==> src/rtl/pe_noc_tx.sv <==
// pe_noc_tx: PE-side enable/ready NoC transmitter for one PE input channel.
// Words from the GLB side are buffered in a DEPTH-entry FIFO, then streamed
// to the PE as a burst of L words. Each word is held on noc_data, with
// noc_enable set, until the PE returns noc_ready.
// Optional build macro: NOC_TX_ZERO_IDLE_EN. When it is defined, noc_data
// reads zero whenever noc_enable is low. When it is undefined, noc_data
// keeps the last word that was sent.
//
// state  | meaning
// -------+---------------------------------------------------------------
// IDLE   | waiting for start; the FIFO may still be prefetched
// SEND   | loading words into the output register and counting transfers
// DONE   | one-cycle completion pulse, then back to IDLE
module pe_noc_tx #(
    parameter int DATA_W = 8,
    parameter int DEPTH  = 4
) (
    input  logic              clk,
    input  logic              rst,
    input  logic [DATA_W-1:0] wr_data,
    input  logic              wr_valid,
    output logic              wr_ready,
    input  logic              start,
    input  logic [3:0]        burst_len,
    output logic              done,
    output logic              busy,
    output logic [DATA_W-1:0] noc_data,
    output logic              noc_enable,
    input  logic              noc_ready
);
    localparam int AW = (DEPTH > 1) ? $clog2(DEPTH) : 1;
    localparam logic [AW:0]   FULL_CNT = (AW+1)'(DEPTH);
    localparam logic [AW:0]   CNT_ONE  = (AW+1)'(1);
    localparam logic [AW-1:0] PTR_ONE  = AW'(1);

    localparam logic [1:0] S_IDLE = 2'd0;
    localparam logic [1:0] S_SEND = 2'd1;
    localparam logic [1:0] S_DONE = 2'd2;

    logic [DATA_W-1:0] mem [DEPTH];
    logic [AW-1:0]     wr_ptr;
    logic [AW-1:0]     rd_ptr;
    logic [AW:0]       count;
    logic [1:0]        state;
    logic [4:0]        len;
    logic [4:0]        issued;
    logic [4:0]        sent;
    logic              full;
    logic              empty;
    logic              push;
    logic              load;
    logic              xfer;

    // wr_ready comes only from the registered count. A pop in the same cycle
    // therefore does not open the FIFO early, and there is no path from
    // noc_ready to wr_ready.
    assign full     = (count == FULL_CNT);
    assign empty    = (count == '0);
    assign wr_ready = !full;
    assign push     = wr_valid && !full;
    assign xfer     = noc_enable && noc_ready;
    assign load     = (state == S_SEND) && !empty && (issued < len) &&
                      (!noc_enable || noc_ready);
    assign done     = (state == S_DONE);
    assign busy     = (state != S_IDLE);

    // FIFO storage; it is not reset because valid data is tracked by count
    always_ff @(posedge clk) begin
        if (push) mem[wr_ptr] <= wr_data;
    end

    // FIFO pointers and occupancy; a pop is exactly an output-register load
    always_ff @(posedge clk) begin
        if (rst) begin
            wr_ptr <= '0;
            rd_ptr <= '0;
            count  <= '0;
        end else begin
            if (push) wr_ptr <= wr_ptr + PTR_ONE;
            if (load) rd_ptr <= rd_ptr + PTR_ONE;
            case ({push, load})
                2'b10:   count <= count + CNT_ONE;
                2'b01:   count <= count - CNT_ONE;
                default: count <= count;
            endcase
        end
    end

    // Burst sequencing: latch the length, count issued and sent words
    always_ff @(posedge clk) begin
        if (rst) begin
            state  <= S_IDLE;
            len    <= '0;
            issued <= '0;
            sent   <= '0;
        end else begin
            case (state)
                S_IDLE: begin
                    if (start) begin
                        len    <= (burst_len == 4'd0) ? 5'd16 : {1'b0, burst_len};
                        issued <= '0;
                        sent   <= '0;
                        state  <= S_SEND;
                    end
                end
                S_SEND: begin
                    if (load) issued <= issued + 5'd1;
                    if (xfer) begin
                        sent <= sent + 5'd1;
                        if (sent + 5'd1 == len) state <= S_DONE;
                    end
                end
                S_DONE:  state <= S_IDLE;
                default: state <= S_IDLE;
            endcase
        end
    end

    // Output register: it is held under backpressure, reloaded on
    // transfer-with-load, and emptied on transfer-without-load
    always_ff @(posedge clk) begin
        if (rst) begin
            noc_data   <= '0;
            noc_enable <= 1'b0;
        end else if (load) begin
            noc_data   <= mem[rd_ptr];
            noc_enable <= 1'b1;
        end else if (xfer) begin
            noc_enable <= 1'b0;
`ifdef NOC_TX_ZERO_IDLE_EN
            noc_data   <= '0;
`else
            noc_data   <= noc_data;
`endif
        end
    end
endmodule

==> config.mk <==
export PLATFORM = sky130hd
export DESIGN_NAME = pe_noc_tx
export DESIGN_NICKNAME = d
export VERILOG_FILES = /design/src/rtl/pe_noc_tx.sv
export SDC_FILE = /design/constraint.sdc
export NUM_CORES = 1
export LEC_CHECK = 0
export ABC_AREA = 1
export BUFFER_PORTS_ARGS = -buffer_cell sky130_fd_sc_hd__buf_2
export CAP_MARGIN = 15
export CORE_MARGIN = 3
export CORE_UTILIZATION = 55
export DETAILED_ROUTE_END_ITERATION = 10
export PLACE_DENSITY = 0.86
export SYNTH_ARGS = -nofsm -noshare
export SYNTH_HDL_FRONTEND = slang
export SYNTH_SLANG_ARGS = --single-unit
export TNS_END_PERCENT = 10
==> constraint.sdc <==
create_clock -name clk -period 4.5 [get_ports clk]
set_input_delay 0.45 -clock clk [delete_from_list [all_inputs] [get_ports clk]]
set_output_delay 0.45 -clock clk [all_outputs]
set_load 0.1 [all_outputs]
=== Yosys cells after proc, flatten, opt, wreduce, memory -nomap -nowiden ===
Memories as Yosys holds them, arrays and structs flattened. A register that Yosys moved wholly into a read port is not among the register bits.
Index checks and enable logic that the tools add are counted.

* Register bits after elaboration: 25
* Bits in writable memories: 32
* Input bits: 17
* Output and inout port bits: 12
* Word-level logic and storage cells: 61
* Memories: 1

{| class="wikitable"
|+ Memory list
! memory !! words !! width !! rd ports !! clocked after Yosys merged registers in !! wr ports !! RTL line !! source
|-
| mem || 4 || 8 || 1 || 1 || 1 || 40 || <nowiki>logic [DATA_W-1:0] mem [DEPTH];</nowiki>
|}

* Add/subtract/negate cells: 6
* Order comparisons: 1
* Equality and inequality tests: 10
* Mux-type cells: 15
* Reductions and logical operators: 20

{| class="wikitable"
|+ Operators with widths
! operator !! count
|-
| $mux 5 || 4
|-
| $pmux 5 s2 || 2
|-
| $add 5x1->5 const B || 2
|-
| $reduce_and 3->1 || 3
|-
| $reduce_bool 2->1 || 4
|-
| $mux 2 || 3
|-
| $ne 2x2->1 const B || 3
|-
| $pmux 3 s2 || 1
|-
| $eq 5x5->1 || 1
|-
| $logic_and 1x1->1 || 5
|-
| $lt 5x5->1 || 1
|-
| $add 2x1->2 const B || 2
|-
| $eq 2x1->1 const B || 2
|-
| $eq 2x2->1 const B || 2
|-
| $logic_not 4->1 || 1
|-
| $mux 1 || 4
|-
| $pmux 2 s2 || 1
|-
| $add 3x1->3 const B || 1
|-
| $eq 3x3->1 const B || 1
|-
| $logic_not 1->1 || 3
|-
| $logic_not 3->1 || 1
|-
| $sub 3x1->3 const B || 1
|-
| $logic_not 2->1 || 1
|-
| $ne 2x1->1 const B || 1
|-
| 2 further kinds || 2
|}

=== Depth between registers and ports, before layout ===
Gate-level depths: netlist of the first run.

* Depth after elaboration: 7
* Mapped depth: 15
* Gate-level depth less buffers: 14

=== Worst setup path after synthesis of the first run ===
No wires, ideal clock.

* Path type: register to register
* Start: reg count[0]
* End: reg count[2]
* Setup time: 0.122 ns
* Arrival time: 2.724 ns
* Required time: 4.378 ns
* Path slack: 1.654 ns
* Stages on the path, launching flop included: 11
* Buffers on the path: 0
* Period minus slack after synthesis: 2.846 ns
* Cell sequence: dfxtp_1 > inv_1 > nand3_1 > nand2_1 > ha_1 > inv_1 > fa_1 > a21oi_1 > o21ai_0 > o21ai_0 > a21oi_1

* Elaborated cells between the ends (all ways): 14
* Those cells by class: add/sub: 2; eq/ne: 3; mux: 1; reduce/logical: 8

{| class="wikitable"
|+ RTL lines
! element !! RTL line !! source
|-
| from (decl) || 43 || <nowiki>logic [AW:0] count;</nowiki>
|-
| from (signal assigned) || 82 || <nowiki>2'b10: count <= count + CNT_ONE;</nowiki>
|-
| from (signal assigned) || 83 || <nowiki>2'b01: count <= count - CNT_ONE;</nowiki>
|-
| from (signal assigned) || 84 || <nowiki>default: count <= count;</nowiki>
|-
| $eq 3x3->1 * || 57 || <nowiki>assign full = (count == FULL_CNT);</nowiki>
|-
| $logic_not 1->1 * || - ||
|-
| via wr_ready || 22 || <nowiki>output logic wr_ready,</nowiki>
|-
| $logic_and 1x1->1 * || 60 || <nowiki>assign push = wr_valid && !full;</nowiki>
|-
| $eq 2x1->1 / $eq 2x2->1 (equally long branches) || 81 || <nowiki>case ({push, load})</nowiki>
|-
| $pmux 3 s2 / $reduce_bool 2->1 (equally long branches) || - ||
|}

Mark *: on every way through the listed nets, which the timed path passes. The rest lies on a longest branch.
A chain may end at the register's enable or synchronous reset.

=== Final worst setup path of the first run ===
* Start: reg len[2]
* End: reg count[2]

* Longest elaborated chain between the ends: 5
* Elaborated cells between the ends (all ways): 7
* Those cells by class: order compare: 1; eq/ne: 2; mux: 1; reduce/logical: 3

{| class="wikitable"
|+ RTL lines
! element !! RTL line !! source
|-
| from (decl) || 45 || <nowiki>logic [4:0] len;</nowiki>
|-
| from (signal assigned) || 100 || <nowiki>len <= (burst_len == 4'd0) ? 5'd16 : {1'b0, burst_len};</nowiki>
|-
| $lt 5x5->1 * || 62 || <nowiki>assign load = (state == S_SEND) && !empty && (issued < len) &&</nowiki>
|-
| $logic_and 1x1->1 * (2 in series) || 62 ||
|-
| $eq 2x1->1 / $eq 2x2->1 (equally long branches) || 81 ||
|-
| $pmux 3 s2 / $reduce_bool 2->1 (equally long branches) || - ||
|}

Every way passes the cells marked *; elsewhere a longest branch is shown, timed or not.

==> reports/results.tsv, run 1 <==
stage	metric	value	unit
cts	post_cts_buffers	0	
finish	seqCellArea	1620	um^2
cts	clock_latency	340	ps
cts	htree_levels	3	
setup_path	rr_worst_depth	14	
detailed_routing	post_drt_wl_per_cell	13.5	um
cts	cts_resized	0	
setup_path	arrival	2890	ps
synth	syn_inst	308	
timing	rsz0062_at_grt	no	
detailed_routing	wl_met1	2.36	mm
detailed_routing	wl_met2	2.80	mm
floorplanning	num_rows	25	
setup_path	r2r_end	count[2]	
setup_path	endpoint	count[2]	
timing	fin_setup_tns	0	ps
cts	clkTransAtPathRegs	70	ps
grt	track_usage	19.6	%
synth	synth_edf_count	32	
grt	grt_pass1_wl	9.27	mm
synth	synth-seq-cells	65	
finish	syn2layout_area_growth	13.4	%
synth	synth_top_cell_area_share	33.4	%
grt	globalRoute.totalOverflow	0	
cts	clockBufferDepth	2	
synth	synthTopCellsByArea	edfxtp_1 (33%), dfxtp_1 (23%), nor2_1 (7.7%)	
synth	synthTopCellsByCount	nor2_1 (59), dfxtp_1 (33), edfxtp_1 (32)	
setup_path	cp-startpoint	len[2]	
finish	multi_input_area	1080	um^2
synth	yosysTopAreaCell	edfxtp_1	
synth	yosysMostFrequentCell	nor2_1	
grt	antenna_found_initial	0	
cts	numCtsBuffers	9	
floorplanning	fp.dieArea	6140	um^2
place	dp.cells	392	
setup_path	cpMaxStageDelayCell	fa_1	
floorplanning	io_pins	29	
floorplanning	initial_core_util	59.0	%
detailed_routing	route.detailed.drc	0	
setup_path	reg2reg_slack	1840	ps
timing	slew_viol_final	0	
setup_path	cp_cell_sequence	inv_1, ha_1, a21oi_1, o21ai_0, nand2_1, nand3_4, inv_2, ha_1, inv_1, fa_1, a21oi_1, o21ai_0, o21ai_0, a21oi_1	
synth	yosysWarnings	0	
min_path	hp-class	primary input to flip-flop	
synth	yosys.cell_types.count	30	
detailed_routing	antenna_left	0	
min_path	worstHoldPathCells	1	
cts	postCtsHoldBufs	0	
timing	setup_viol	0	
synth	synth_ff_type	dfxtp_1	
floorplanning	die_w	78.4	um
power	ir_worst_vdd	0.286	mV
place	gp_congestion	0.869	
detailed_routing	first_iter_violations	95	
cts	tritoncts	done	
setup_path	worstPathBufferInverterCount	3	
cts	clockRootBuffer	clkbuf_8	
synth	syn-num-nets	337	
setup_path	crit_type	flip-flop to flip-flop	
detailed_routing	drtPass1Iterations	4	
setup_path	startpoint_type	flip-flop	
finish	fin_cells	407	
floorplanning	core_region_area	4880	um^2
finish	fill_cells	381	
setup_path	worstSetupPathDepth	14	
detailed_routing	vias	2162	
power	power_density	451	nW/um^2
setup_path	worstPathRequired	4730	ps
power	p_leak	1.31	nW
timing	fmax	376	MHz
finish	drive_above_1_share	15.3	%
detailed_routing	wl_met3	269	um
setup_path	crit_family	adder cells	
setup_path	timing.rr.start	len[2]	
job	maxCapViolCount	0	
setup_path	crit_fanout	17	
floorplanning	die_y	78.4	um
timing	min_period	2660	ps
finish	antenna_cells	0	
timing	slew_headroom	46.0	%
grt	grt_pass1_vias	2051	
place	dp_hpwl	3.84	mm
timing	skew	8.11	ps
status	outcome	completed	
setup_path	end_kind	flip-flop	
detailed_routing	wl	5.51	mm
timing	worst_pin_slew	807	ps
synth	async_reset_ff_share	0	%
detailed_routing	viasPerCell	5.31	
grt	grt_max_degree	22	
synth	ys_seq_area_share	56.3	%
synth	avgSynthCellArea	9.35	um^2
synth	syn_area	2880	um^2
detailed_routing	highest_layer	met4	
finish	nNetsFinal	365	
setup_path	slowest_delay	380	ps
place	port_buffers	28	
cts	cts.sinks	65	
timing	min_period_over_period	59.2	%
timing	hold_viol	0	
-- cell families (layout without fill, tap and decap cells) --
kind of cell	Yosys count	in the layout	share of synthesized area [%]
AO/OA/AOI/OAI	64	64	12.5
XOR/XNOR	4	4	1.22
adder cells (fa/ha/maj)	12	12	5.47
buffers and inverters	45	77	6.34
flip-flops	65	65	56.3
AND/OR/NAND/NOR	118	118	18.2
-- area by class of cell --
| class | count | area share [%] |
|---|---|---|
| multi-input cells | 198 | 33.0 |
| clock inverters | 6 | 2.84 |
| inverters | 34 | 3.91 |
| flip-flops and latches | 65 | 49.7 |
| well taps | 67 | 2.57 |
| clock buffers | 9 | 3.79 |
| repair buffers | 28 | 4.29 |
-- through the flow --
step	setup WS (ps)	area, um^2	hold WS (ps)	util, %	total power, mW
after floorplan	1650	2880	452	-	0.895
after global placement	1990	3050	476	62.5	0.938
after detailed placement	1850	3050	498	62.5	0.946
after CTS	1840	3270	307	66.9	1.48
after global routing	1640	3270	310	66.9	1.54
final	1840	3270	321	66.9	1.47
-- worst register-to-register path, delay by kind of cell, from the launching register on --
kind	cells	cell delay (ps)
flops	1	330
buf+inv	3	360
compound gates	6	710
simple gates	2	280
fa+ha+maj	3	870
-- cells in the final DEF (no fill, tap or decap) --
master       n
nand3_2      2
nand4_1      2
o32ai_1     10
inv_1       31
nand2_1     31
fa_1         1
clkbuf_8     9
bufinv_16    2
nor3_1       1
clkinv_1     1
nand3_4      1
nor2_2       2
o21ai_1      9
dfxtp_1     33
inv_2        2
a21oi_1     20
xnor2_1      1
nand2_2      1
o21a_1       1
inv_6        1
ha_1        11
nor2_1      59
nor4_1       1
o21ai_0     24
nor2_8       1
xor2_1       3
buf_2       28
edfxtp_1    32
clkinv_4     1
clkinvlp_4   2
nand3_1     17
-- report_power, final --
part	switching, mW	total [mW]	leakage [nW]	internal (mW)
Clock	0.229	0.540	0.102	0.311
Sequential	0.0270	0.689	0.563	0.662
Combinational	0.185	0.244	0.648	0.0590
-- registers in the layout, indices dropped and copies added (netlist names) --
| name | count |
|---|---|
| mem | 32 |
| noc_data | 8 |
| issued | 5 |
| len | 5 |
| sent | 5 |
| count | 3 |
| rd_ptr | 2 |
| state | 2 |
| wr_ptr | 2 |
| noc_enable | 1 |
-- per-layer routing --
metal  track usage (%)  up-vias
met5                 0        -
li1                  -     1093
met2              33.8       59
met1              21.9     1002
met3              7.00        8
met4              8.04        0
-- how the worst min path moves through the flow --
stage / from / to
2_1_floorplan: count[2] / count[2]
6_report: wr_data[0] / mem[1][0]
3_5_place_dp: count[2] / count[2]
4_1_cts: wr_data[0] / mem[0][0]
3_3_place_gp: count[2] / count[2]
5_1_grt: wr_data[6] / mem[1][6]
Power figures use the tool's default switching activity.
==> run 2, diff against run 1 <==
CORE_UTILIZATION = 52   (was 55)
PLACE_DENSITY = 0.85   (was 0.86)
clock period = 2.3 ns   (was 4.5 ns; I/O delays follow)
==> reports/results.tsv, run 2 (same netlist as run 1, synthesis figures left out) <==
stage	metric	value	unit	change
status	outcome	completed		unchanged
detailed_routing	viasPerCell	5.43		was 5.31
cts	cts.sinks	65		unchanged
detailed_routing	wl	5.68	mm	was 5.51 mm
power	power_switching	0.879	mW	was 0.441 mW
place	post_dp_cell_area	3130	um^2	was 3050 um^2
floorplanning	fp.dieArea	6470	um^2	was 6140 um^2
min_path	hp-class	primary input to flip-flop		unchanged
power	p_sw_share	30.0	%	was 29.9%
cts	clockRootBuffer	clkbuf_8		unchanged
setup_path	timing.rr.start	len[1]		was len[2]
setup_path	arrival	2400	ps	was 2890 ps
power	intPower	2.05	mW	was 1.03 mW
finish	top_register	mem		unchanged
finish	largest_reg_flops	32		unchanged
setup_path	rr_worst_depth	14		unchanged
finish	antenna_cells	0		unchanged
timing	slew_viol_final	0		unchanged
timing	fmax	461	MHz	was 376 MHz
detailed_routing	post_drt_wl_per_cell	13.5	um	about the same
setup_path	startpoint_type	flip-flop		unchanged
timing	worst_pin_slew	574	ps	was 807 ps
cts	tritoncts	done		unchanged
grt	grt_max_degree	22		unchanged
finish	nNetsFinal	374		was 365
floorplanning	initial_core_util	55.0	%	was 59.0%
finish	fill_cells	405		was 381
detailed_routing	antenna_left	0		unchanged
finish	reg_top3	mem x32, noc_data x8		unchanged
cts	clockBufferDepth	2		unchanged
detailed_routing	vias	2280		was 2162
setup_path	cp-startpoint	len[1]		was len[2]
power	power_frac_comb	18.0	%	was 16.6%
setup_path	crit_fanout	3		was 17
timing	hold_viol	0		unchanged
timing	slew_headroom	61.7	%	was 46.0%
grt	grt_pass1_vias	2142		was 2051
cts	postCtsHoldBufs	0		unchanged
floorplanning	num_rows	26		was 25
detailed_routing	route.detailed.drc	0		unchanged
grt	globalRoute.totalOverflow	0		unchanged
place	pre_cts_slack	17.6	ps	was 1850 ps
finish	final_cell_mix	nor2_1 (59), edfxtp_1 (32), nand2_1 (30)		was nor2_1 (59), dfxtp_1 (33), edfxtp_1 (32)
job	maxCapViolCount	0		unchanged
detailed_routing	drtPass1Iterations	5		was 4
setup_path	crit_type	flip-flop to flip-flop		unchanged
power	ir_worst_vdd	0.643	mV	was 0.286 mV
timing	setup_viol	0		unchanged
finish	drive_above_1_share	21.4	%	was 15.3%
timing	skew	6.71	ps	was 8.11 ps
power	p_leak	1.37	nW	was 1.31 nW
grt	track_usage	19.2	%	was 19.6%
power	power.clock.fraction	36.3	%	was 36.7%
setup_path	worstPathRequired	2530	ps	was 4730 ps
finish	final_area	3400	um^2	was 3270 um^2
timing	min_period	2170	ps	was 2660 ps
floorplanning	die_y	80.4	um	was 78.4 um
timing	holdWs	100	ps	was 321 ps
timing	setup_ws	132	ps	was 1840 ps
cts	clock_latency	340	ps	about the same
place	port_buffers	28		unchanged
floorplanning	io_pins	29		unchanged
grt	grt_pass1_wl	9.43	mm	was 9.27 mm
place	dp_hpwl	3.81	mm	was 3.84 mm
detailed_routing	first_iter_violations	134		was 95
finish	final_common_cell	nor2_1		unchanged
cts	clkTransAtPathRegs	70	ps	about the same
finish	syn2layout_area_growth	18.2	%	was 13.4%
floorplanning	die_w	80.4	um	was 78.4 um
cts	numCtsBuffers	9		unchanged
power	power_frac_seq	45.7	%	was 46.8%
setup_path	end_kind	flip-flop		unchanged
floorplanning	core_region_area	5240	um^2	was 4880 um^2
place	gp_congestion	0.797		was 0.869
timing	min_period_over_period	94.3	%	was 59.2%
power	power_density	860	nW/um^2	was 451 nW/um^2
cts	htree_levels	3		unchanged
grt	antenna_found_initial	0		unchanged
min_path	worstHoldPathCells	1		unchanged
min_path	hold_start	wr_data[1]		was wr_data[0]
setup_path	reg2reg_slack	130	ps	was 1840 ps
==> run 2: cell types whose count changed in the layout (fill, tap and decap cells not counted), moves of 2 or more <==
cell / before / now
a21oi_1: 20 / 18
a21oi_2: 0 / 2
buf_4: 0 / 9
dfxtp_1: 33 / 29
dfxtp_2: 0 / 4
ha_1: 11 / 9
ha_4: 0 / 2
inv_1: 31 / 29
inv_2: 2 / 4
o21ai_0: 24 / 22
==> run 2: power by group through the flow <==
stage | logic [mW] | registers, mW | clock network (mW)
6_report | 0.527 | 1.34 | 1.06
5_1_grt | 0.579 | 1.34 | 1.14
4_1_cts | 0.515 | 1.34 | 1.08
3_5_place_dp | 0.512 | 1.36 | 0
3_3_place_gp | 0.498 | 1.36 | 0
2_1_floorplan | 0.274 | 1.48 | 0
==> run 2: final timing paths <==
kind,endpoint
worst max-delay path,count[2]
worst min-delay path,mem[3][1]
worst max register to register,count[2]
worst min register to register,noc_data[3]
==> run 2: worst max-delay path, cell delays in order, from the launching register on <==
cell and delay (ps):
dfxtp_1 340, inv_1 80, ha_1 290, nand2_1 50, o21ai_0 80, nand2_1 100
nand3_4 80, inv_2 70, ha_1 160, inv_2 70, fa_2 380, a21oi_2 150
o21ai_2 70, o21ai_1 110, a21oi_1 50
==> run 2: through the flow <==
| stage | total power, mW | instances | util, % | setup TNS (ps) |
|---|---|---|---|---|
| 5_1_grt | 3.06 | 420 | 65.0 | -18.5 |
| 2_1_floorplan | 1.76 | 308 | - | 0 |
| 3_3_place_gp | 1.86 | 403 | 59.7 | 0 |
| 6_report | 2.93 | 420 | 65.0 | 0 |
| 4_1_cts | 2.93 | 419 | 64.0 | 0 |
| 3_5_place_dp | 1.87 | 403 | 59.7 | 0 |
==> run 2: area by class of cell <==
class | instances | area (um^2) | share of cell area (%)
tap | 70 | 87.6 | 2.57
sequential | 65 | 1630 | 47.8
multi-input combinational | 198 | 1130 | 33.3
clock buffer | 10 | 128 | 3.75
inverter | 34 | 128 | 3.75
timing repair buffer | 37 | 208 | 6.10
clock inverter | 6 | 92.6 | 2.72
==> run 2: repair_timing <==
item | CTS | global route
gates resized for setup | 0 | 12
setup buffers | 0 | 1
setup endpoints to repair | 0 | 2
hold endpoints to repair | 0 | 0
==> run 2: per-layer routing <==
layer,track usage [%],vias up,part of all wire [%],routed length [um]
met5,0,-,0,0
met4,8.61,0,2.2,125
met3,4.82,13,4.6,260
met2,33.1,76,52,2930
met1,22.5,1066,42,2360
li1,-,1125,-,-
